<file path="config.mk">
export PLATFORM = sky130hd
export DESIGN_NAME = alu_issue_stage
export DESIGN_NICKNAME = d
export VERILOG_FILES = /design/src/rtl/alu_issue_stage.sv
export SDC_FILE = /design/constraint.sdc
export NUM_CORES = 1
export LEC_CHECK = 0
export ABC_AREA = 1
export ABC_CLOCK_PERIOD_IN_PS = 2200
export BUFFER_PORTS_ARGS = -buffer_cell sky130_fd_sc_hd__buf_2
export CAP_MARGIN = 40
export CORE_MARGIN = 4
export CORE_UTILIZATION = 48
export DETAILED_ROUTE_END_ITERATION = 12
export GPL_ROUTABILITY_DRIVEN = 1
export PLACE_DENSITY = 0.8
export SLEW_MARGIN = 20
export SYNTH_ARGS = -nofsm -noshare
export SYNTH_HDL_FRONTEND = slang
export SYNTH_SLANG_ARGS = --single-unit
</file>
<file path="constraint.sdc">
create_clock -name clk -period 2.2 [get_ports clk]
set_clock_uncertainty 0.05 [all_clocks]
set_input_delay 0.22 -clock clk [delete_from_list [all_inputs] [get_ports clk]]
set_output_delay 0.22 -clock clk [all_outputs]
set_load 0.02 [all_outputs]
</file>
<file path="src/rtl/alu_issue_stage.sv">
// rtl/alu_issue_stage.sv - ID/EX issue stage: operand forwarding, load-use blocking, registered ALU inputs
module alu_issue_stage #(
    parameter int XLEN   = 32,
    parameter int REGW   = 5,
    parameter int STALLW = 16
) (
    input  logic              clk,
    input  logic              rst_n,
    input  logic              flush,
    input  logic              in_valid,
    output logic              in_ready,
    input  logic [REGW-1:0]   in_rs1,
    input  logic [REGW-1:0]   in_rs2,
    input  logic [XLEN-1:0]   in_rs1_data,
    input  logic [XLEN-1:0]   in_rs2_data,
    input  logic [XLEN-1:0]   in_imm,
    input  logic              in_use_imm,
    input  logic [3:0]        in_aluop,
    input  logic [REGW-1:0]   in_rd,
    input  logic              in_reg_write,
    input  logic              fwd1_valid,
    input  logic [REGW-1:0]   fwd1_rd,
    input  logic [XLEN-1:0]   fwd1_data,
    input  logic              fwd1_is_load,
    input  logic              fwd2_valid,
    input  logic [REGW-1:0]   fwd2_rd,
    input  logic [XLEN-1:0]   fwd2_data,
    output logic              out_valid,
    input  logic              out_ready,
    output logic [XLEN-1:0]   alu_a,
    output logic [XLEN-1:0]   alu_b,
    output logic [3:0]        alu_op,
    output logic [REGW-1:0]   out_rd,
    output logic              out_reg_write,
    output logic              out_illegal,
    output logic [STALLW-1:0] stall_cnt
);
    localparam logic [3:0] OP_AND = 4'b0000;
    localparam logic [3:0] OP_OR  = 4'b0001;
    localparam logic [3:0] OP_ADD = 4'b0010;
    localparam logic [3:0] OP_SUB = 4'b0110;

    logic              valid_q;
    logic [XLEN-1:0]   a_q, b_q;
    logic [3:0]        op_q;
    logic [REGW-1:0]   rd_q;
    logic              rw_q, ill_q;
    logic [STALLW-1:0] stall_q;

    logic            rs1_m1, rs1_m2, rs2_m1, rs2_m2;
    logic [XLEN-1:0] rs1_val, rs2_val, b_d;
    logic            legal, hazard, capture;

    // EX/MEM wins over MEM/WB because it holds the younger write; x0 never forwards
    assign rs1_m1  = fwd1_valid && (fwd1_rd == in_rs1) && (in_rs1 != '0);
    assign rs1_m2  = fwd2_valid && (fwd2_rd == in_rs1) && (in_rs1 != '0);
    assign rs2_m1  = fwd1_valid && (fwd1_rd == in_rs2) && (in_rs2 != '0);
    assign rs2_m2  = fwd2_valid && (fwd2_rd == in_rs2) && (in_rs2 != '0);
    assign rs1_val = rs1_m1 ? fwd1_data : rs1_m2 ? fwd2_data : in_rs1_data;
    assign rs2_val = rs2_m1 ? fwd1_data : rs2_m2 ? fwd2_data : in_rs2_data;
    assign b_d     = in_use_imm ? in_imm : rs2_val;

    assign legal = (in_aluop == OP_AND) || (in_aluop == OP_OR) ||
                   (in_aluop == OP_ADD) || (in_aluop == OP_SUB);

    // Load data is not available until MEM, so a dependent op must wait a cycle
    assign hazard = in_valid && fwd1_is_load && fwd1_valid && (fwd1_rd != '0) &&
                    ((fwd1_rd == in_rs1) || ((fwd1_rd == in_rs2) && !in_use_imm));

    assign in_ready = rst_n && !hazard && (!valid_q || out_ready);
    assign capture  = in_valid && in_ready && !flush;

    always_ff @(posedge clk or negedge rst_n) begin
        if (!rst_n) begin
            valid_q <= 1'b0;
            a_q     <= '0;
            b_q     <= '0;
            op_q    <= OP_ADD;
            rd_q    <= '0;
            rw_q    <= 1'b0;
            ill_q   <= 1'b0;
            stall_q <= '0;
        end else begin
            if (flush) begin
                valid_q <= 1'b0;
            end else if (capture) begin
                valid_q <= 1'b1;
                a_q     <= rs1_val;
                b_q     <= b_d;
                op_q    <= legal ? in_aluop : OP_ADD;
                rd_q    <= in_rd;
                rw_q    <= in_reg_write && legal;
                ill_q   <= !legal;
            end else if (out_ready) begin
                valid_q <= 1'b0;
            end
            if (in_valid && !in_ready && (stall_q != '1))
                stall_q <= stall_q + STALLW'(1);
        end
    end

    assign out_valid     = valid_q;
    assign alu_a         = a_q;
    assign alu_b         = b_q;
    assign alu_op        = op_q;
    assign out_rd        = rd_q;
    assign out_reg_write = rw_q;
    assign out_illegal   = ill_q;
    assign stall_cnt     = stall_q;
endmodule

</file>
After elaboration in Yosys (flattened, before gate mapping)
Cells that the tools add are included.

Register bits after elaboration: 92. Input bits: 199. Output and inout bits: 93. Word-level logic and storage cells: 64.

Add/subtract/negate cells: 1. Eq/ne operators: 8. Muxes and demuxes: 9. Bitwise gates (word level): 1. Reductions and logical operators: 37.

Operators by type and width (count): 32-bit 2-to-1 mux (5); 5-bit equality test (4); 1-bit logical AND (20); 16-bit by 1-bit adder with 16-bit output, second input constant (1); 16-bit != test, second input constant (1); 5-bit nonzero test (3); 1-bit zero test (6); 1-bit logical OR (5); 4-bit by 1-bit equality test with 1-bit output, second input constant (1); 4-bit by 2-bit equality test with 1-bit output, second input constant (1); 4-bit by 3-bit equality test with 1-bit output, second input constant (1); 4-bit zero test (1); 4-bit 2-to-1 mux (1); 1-bit 2-to-1 mux (3); 3-bit nonzero test (1); 2-bit AND reduction (1); 1-bit NOT (1).

Longest topological paths before layout
Gate-level depths: netlist of the first run.

Word-level depth: 11. Gate-level depth with buffers: 14. Gate-level depth less buffers: 13.

Worst setup path before layout of the first run
Ideal clock, no wire load.

Path type: register to register. From: reg stall_q[0] (netlist: stall_cnt[0]). To: reg stall_q[10] (netlist: stall_cnt[10]). Setup time: 0.118 ns. Arrival: 1.671 ns. Data required time: 2.032 ns. Slack: 0.361 ns. Stages on the path, launching flop included: 8. Path buffers: 1. Clock period less this slack: 1.839 ns. Path through: dfrtp_1 ha_1 nand3_1 nor2_2 nand4_1 clkbuf_1 nand4_1 nand2_1.

Longest elaborated chain between the ends: 2. Elaborated cells on any way between the ends: 3. Classes of those cells: add/sub (1); eq/ne (1); reduce/logical (1).

Ends and longest elaborated chain: start: declaration (line 48) `logic [STALLW-1:0] stall_q;`; start signal: assignment (line 98) `stall_q <= stall_q + STALLW'(1);`; branches (longest 2 deep; another with 16-bit by 1-bit adder with 16-bit output).

Parallel ways; which one is timed is not known. A chain may end at the register's enable or synchronous reset.

Final worst setup path of the first run
From: in rst_n. To: out in_ready.

Longest elaborated chain between the ends: 2.

Ends and longest elaborated chain: start: declaration (line 8) `input logic rst_n,`; 1-bit logical AND (2 in a row) (line 70) `assign in_ready = rst_n && !hazard && (!valid_q || out_ready);`; end: declaration (line 11) `output logic in_ready,`.

No other way between the ends.

==> results of run 1 <==
through the flow:
step | utilization | std cells | setup slack (ns) | total power [mW]
6_report | 0.6437 | 1546 | 0.1908 | 5.504
5_1_grt | 0.6437 | 1546 | 0.1256 | 5.797
4_1_cts | 0.6435 | 1545 | 0.1777 | 5.519
3_5_place_dp | 0.6215 | 1529 | 0.3556 | 3.982
3_3_place_gp | 0.6215 | 1529 | 0.4198 | 3.957
2_1_floorplan | - | 1094 | 0.3615 | 3.183
logic make-up (layout without fill, tap and decap cells):
logic type	Yosys count	after routing
AO/OA/AOI/OAI	13	13
XOR/XNOR	22	22
adder cells (fa/ha/maj)	1	1
buffers and inverters	158	433
flip-flops	92	92
other	0	1
AND/OR/NAND/NOR	808	808
layer usage:
layer,vias to the layer above,wire length (um),track usage
met3,66,2409,0.07719
met2,439,11850,0.5210
met5,-,23,0
met4,4,773,0.1224
met1,3633,9797,0.3851
li1,3893,-,-
final timing paths:
kind / slack, ns / end / startpoint / depth (start not counted)
max: 0.19 / in_ready / rst_n / 7
min reg2reg: 0.42 / alu_op[3] / alu_op[3] / 2
max in group asynchronous: 0.53 / alu_a[1] / rst_n / 4
min in group asynchronous: 0.47 / alu_op[3] / rst_n / 3
min: 0.03 / out_rd[4] / in_rd[4] / 3
max reg2reg: 0.43 / stall_cnt[15] / stall_cnt[2] / 9
final cells by class:
class	count	share of cell area
sequential	92	0.2692
clock buffer	10	0.02675
inverter	98	0.04298
timing repair buffer	320	0.2050
multi-input combinational	844	0.4238
tap	176	0.02573
antenna	1	0.0002924
clock inverter	5	0.006287
power breakdown:
part	internal, mW	leakage (nW)	switching, mW	total [mW]
Clock	0.872	0.142	0.667	1.54
Combinational	0.635	4.10	1.14	1.78
Sequential	1.98	1.17	0.208	2.19
worst min-delay path: cells and delay by family:
| kind | cells | cell delay (ns) |
|---|---|---|
| buf+inv | 1 | 0.08 |
| simple gates | 2 | 0.08 |
flip-flops by register name, summed over array words and instances, names as in the netlist:
name,count
alu_op,4
alu_a,32
stall_cnt,16
out_reg_write,1
alu_b,32
out_valid,1
out_rd,5
out_illegal,1
repair_timing:
item                                    in CTS  in global routing
hold buffers                                 1                  0
endpoints found under the setup margin       0                  0
setup buffers                                0                  0
endpoints found under the hold margin       44                  0
cell usage in the layout, fill, tap and decap left out, types with 2 or more instances in the layout:
master and n:
nand2_1 613, buf_2 290, nand3_1 141, dfrtp_1 91, inv_1 88, buf_4 23, nand4_1 20, nor2_1 15
xnor2_1 14, inv_2 9, clkbuf_16 9, xor2_1 8, buf_12 6, nor3_1 5, o21ai_1 5, nor2_4 4
nand2_2 3, nor2_2 3, clkinv_2 3, a21boi_1 2, o21ai_0 2
Yosys cell counts (all sizes together):
cell / instances / area (um^2)
a211oi: 1 / 7.510
a21boi: 2 / 15.01
buf: 33 / 177.7
clkbuf: 27 / 101.4
clkinv: 1 / 3.750
dfrtp: 91 / 2277
dfstp: 1 / 26.28
ha: 1 / 12.51
inv: 97 / 364.1
nand2: 616 / 2320
nand3: 143 / 733.2
nand4: 20 / 125.1
nor2: 22 / 97.60
nor3: 5 / 25.02
nor3b: 1 / 12.51
o211ai: 1 / 7.510
o21a: 1 / 7.510
o21ai: 7 / 35.03
o31ai: 1 / 7.510
or2: 1 / 6.260
xnor2: 14 / 122.6
xor2: 8 / 70.07
==> results.toml, run 1 <==
[status]
status = "complete, no violations"

[global_routing]
grt_util_all_layers = 0.3108
grt_max_degree = 66
grt_pass1_wl_um = 39390
grt_pass1_vias = 7664
grt-ovfl-total = 0
antenna_found_initial = 3

[pwr]
worst_ir_drop_vdd_mv = 0.3490
powerDensity_mw_per_mm2 = 643.1
leakagePower_nw = 5.416

[flow_run]
drv_cap = 0

[clock_tree]
clkTransAtPathRegs_ns = 0.06
clk_latency_ns = 0.34
h-tree-depth = 3
cts_root_buf = "clkbuf_16"
cts_resized = 0
clockBufferDepth = 2
cts_sinks = 92
cts_tree = "built"
cts-buffers-inserted = 9

[finish]
layout.nets = 1565
drive_above_1_share = 0.2600
register_area_mm2 = 0.002303
design_area_mm2 = 0.008558
fillers = 1312
multi_input_comb_area_mm2 = 0.003627
area_delta_synth_final_pct = 30.56

[die]
start_util = 0.4930
die_y_um = 124.9
rows = 42
ios = 292
die_w_um = 124.9
die_area_mm2 = 0.01559
fp.coreArea_mm2 = 0.01330

[route]
drt_wl_total_um = 24850
wl_per_cell_um = 16.08
via_per_inst = 5.197
first_iter_violations = 646
antenna_left = 0
num_vias = 8035
drt_pass1_iterations = 5
remaining_drc_errors = 0

[hold_path]
hold_path.class = "primary input to flip-flop"

[setup_path]
critical-path-top-delay-family = "buffers and inverters"
slowest_stage = "dlygate4sd3_1"
path_max_fanout = 8
path_common_cell = "buf_4"
crit_buf_inv = 5
worstPathArrival_ns = 1.74
critical_path_class = "primary input to output pin"
critPathMaxStageDelay_ns = 0.53
endpoint_kind = "output pin"
path_cells = "dlygate4sd3_1 > buf_4 > a21boi_1 > nand2_2 > buf_4 > inv_1 > buf_2"
required_ns = 1.93
critPathLaunchType = "primary input"

[sta]
slew_headroom = 0.5820
layout_min_cycle_time_ns = 2.009
rsz0062_at_grt = "no"
worst_pin_slew_ns = 0.6270
finalSetupViolCount = 0
fmaxAchievable_mhz = 497.7
maxSlewViolCount = 0
whs_ns = 0.03107
hold_viol = 0
fin_crit_sh = 0.9133
finalSetupTns_ns = 0

[synthesis]
ys_ff_latch = 92
synthAdderAreaFrac = 0.001909
muxShareOfSynthArea = 0
seq_area_frac_synth = 0.3514
synthSimpleGateAreaFrac = 0.5064
syn_nets = 1294
syn_inst = 1094
synth_area_per_cell_um2 = 5.992
netlist_area_mm2 = 0.006555
synth_compound_gate_area_share = 0.01222
synth.distinct_cells = 31
yosys.area_share.xor_xnor = 0.02939
synth_top_family_by_area = "simple AND/OR/NAND/NOR gates"
yosys_warnings = 0

[placed_design]
dpl_cell_area_mm2 = 0.008263
place.gp.congestion = 0.9696
portBuffers = 291
hpwl_um = 18070
Power figures use the tool's default switching activity.
==> run 2: changes to the inputs <==
--- a/config.mk
+++ b/config.mk
@@ -6,14 +6,14 @@
 export NUM_CORES = 1
 export LEC_CHECK = 0
 export ABC_AREA = 1
-export ABC_CLOCK_PERIOD_IN_PS = 2200
+export ABC_CLOCK_PERIOD_IN_PS = 1700
 export BUFFER_PORTS_ARGS = -buffer_cell sky130_fd_sc_hd__buf_2
 export CAP_MARGIN = 40
 export CORE_MARGIN = 4
-export CORE_UTILIZATION = 48
+export CORE_UTILIZATION = 44
 export DETAILED_ROUTE_END_ITERATION = 12
 export GPL_ROUTABILITY_DRIVEN = 1
-export PLACE_DENSITY = 0.8
+export PLACE_DENSITY = 0.77
 export SLEW_MARGIN = 20
 export SYNTH_ARGS = -nofsm -noshare
 export SYNTH_HDL_FRONTEND = slang
==> constraint.sdc (replaced) <==
create_clock -name clk -period 1.7 [get_ports clk]
set_clock_uncertainty 0.05 [all_clocks]
set_input_delay 0.17 -clock clk [delete_from_list [all_inputs] [get_ports clk]]
set_output_delay 0.17 -clock clk [all_outputs]
set_load 0.02 [all_outputs]
==> results.toml, run 2 (synthesis gave the netlist of run 1 again) <==
[die]
die_w_um = 130.1
ios = 292
rows = 44
fp.coreArea_mm2 = 0.01459
start_util = 0.4493
die_y_um = 130.1
die_area_mm2 = 0.01691

[sta]
worst_pin_slew_ns = 0.5397
layout_min_cycle_time_ns = 1.614
fmaxAchievable_mhz = 619.4
slew_headroom = 0.6402
maxSlewViolCount = 0
fin_crit_sh = 0.9497
finalSetupViolCount = 0
whs_ns = 0.03512
hold_viol = 0

[setup_path]
slowest_stage = "dfrtp_2"
crit_buf_inv = 2
critical-path-top-delay-family = "simple AND/OR/NAND/NOR gates"
critPathLaunchType = "flip-flop"
path_cells = "ha_4 > nand3_2 > nor2_4 > nand4_1 > buf_4 > buf_4 > nand4_1 > nand2_1"
r2r_cells = 8
cp.depth = 8
endpoint_kind = "flip-flop"
required_ns = 1.89
critPathMaxStageDelay_ns = 0.42
path_max_fanout = 6
worstPathArrival_ns = 1.80
critical_path_class = "flip-flop to flip-flop"

[finish]
area_delta_synth_final_pct = 36.92
final_cell_mix = "nand2_1, buf_2, nand3_1"
drive_above_1_share = 0.2749
layout.nets = 1592
final_common_cell = "nand2_1"

[global_routing]
grt_util_all_layers = 0.3001
grt-ovfl-total = 0
antenna_found_initial = 7
grt_max_degree = 93
grt_pass1_wl_um = 39700
grt_pass1_vias = 7840

[placed_design]
portBuffers = 291
hpwl_um = 19110
place.gp.congestion = 0.9498

[route]
drt_wl_total_um = 25950
remaining_drc_errors = 0
via_per_inst = 5.147
wl_per_cell_um = 16.34
drt_pass1_iterations = 5
first_iter_violations = 635
antenna_left = 0
num_vias = 8173

[hold_path]
hold_path.class = "primary input to flip-flop"
hold_depth = 3

[pwr]
leakagePower_nw = 5.596
worst_ir_drop_vdd_mv = 0.4786
fin_total_pwr_mw = 7.469
powerDensity_mw_per_mm2 = 832.2

[clock_tree]
clockBufferDepth = 2
cts-buffers-inserted = 9
clkTransAtPathRegs_ns = 0.07
cts_root_buf = "clkbuf_16"
h-tree-depth = 3
clk_latency_ns = 0.34
cts_tree = "built"
cts_sinks = 92

[status]
status = "complete, no violations"

[flow_run]
drv_cap = 0
## run 2: cell count changes in the layout (fill, tap and decap cells not counted), moves of 2 or more
cell           before  now
dfrtp_1            91   89
buf_4              23   37
dlygate4sd3_1       1    7
diode_2             1    7
buf_12              6   12
buf_6               0    2
clkinv_2            3    1
dfrtp_2             0    2
## run 2: per-stage QoR
step,util,cells,area [um^2],TNS (ns),setup slack [ns]
6_report,0.6152,1588,8975,0,0.08556
5_1_grt,0.6147,1585,8967,-0.004418,-0.002888
4_1_cts,0.6107,1579,8910,0,0.003803
3_5_place_dp,0.5837,1556,8516,-0.1425,-0.02586
3_3_place_gp,0.5837,1556,8516,-0.01323,-0.007387
2_1_floorplan,-,1094,6594,0,0.02686
## run 2: power breakdown
part	leakage (nW)	internal, mW	switching (mW)
sequential	1.17	2.56	0.281
combinational	4.27	0.890	1.51
clock	0.157	1.33	0.891
## run 2: area by class of cell
cell class                 count  area [um^2]
fill                        1394         5614
multi-input combinational    844         3676
sequential                    92         2306
timing repair buffer         347         2057
inverter                      98        367.9
clock buffer                  12        246.5
tap                          184        230.2
clock inverter                 4        73.82
antenna                        7        17.52
## run 2: worst paths after layout
check,from,endpoint,slack (ns)
min reg2reg,alu_op[3],alu_op[3],0.42
max,stall_cnt[0],stall_cnt[2],0.09
max reg2reg,stall_cnt[0],stall_cnt[2],0.09
min in group asynchronous,rst_n,alu_b[1],0.42
max in group asynchronous,rst_n,alu_b[4],0.75
min,in_reg_write,out_reg_write,0.04
## run 2: routing by layer
layer | global-route usage | vias to the layer above | wire length, um
met3 | 0.07000 | 91 | 2518
met1 | 0.3738 | 3667 | 9983
met4 | 0.1522 | 2 | 1083
met2 | 0.4870 | 453 | 12350
li1 | - | 3960 | -
met5 | 0 | - | 7
## run 2: what timing repair did
item | 4_1_cts | 5_1_grt
hold endpoints to repair | 97 | 0
resized for setup | 1 | 8
pin swaps | 0 | 5
hold buffers | 7 | 0
setup buffers | 0 | 2
setup endpoints to repair | 1 | 16
## run 2: worst reg2reg max path, stage by stage (launching register included)
cell and delay (ns):
dfrtp_2 0.42, ha_4 0.17, nand3_2 0.11, nor2_4 0.17, nand4_1 0.10, buf_4 0.18, buf_4 0.16, nand4_1 0.09
nand2_1 0.06
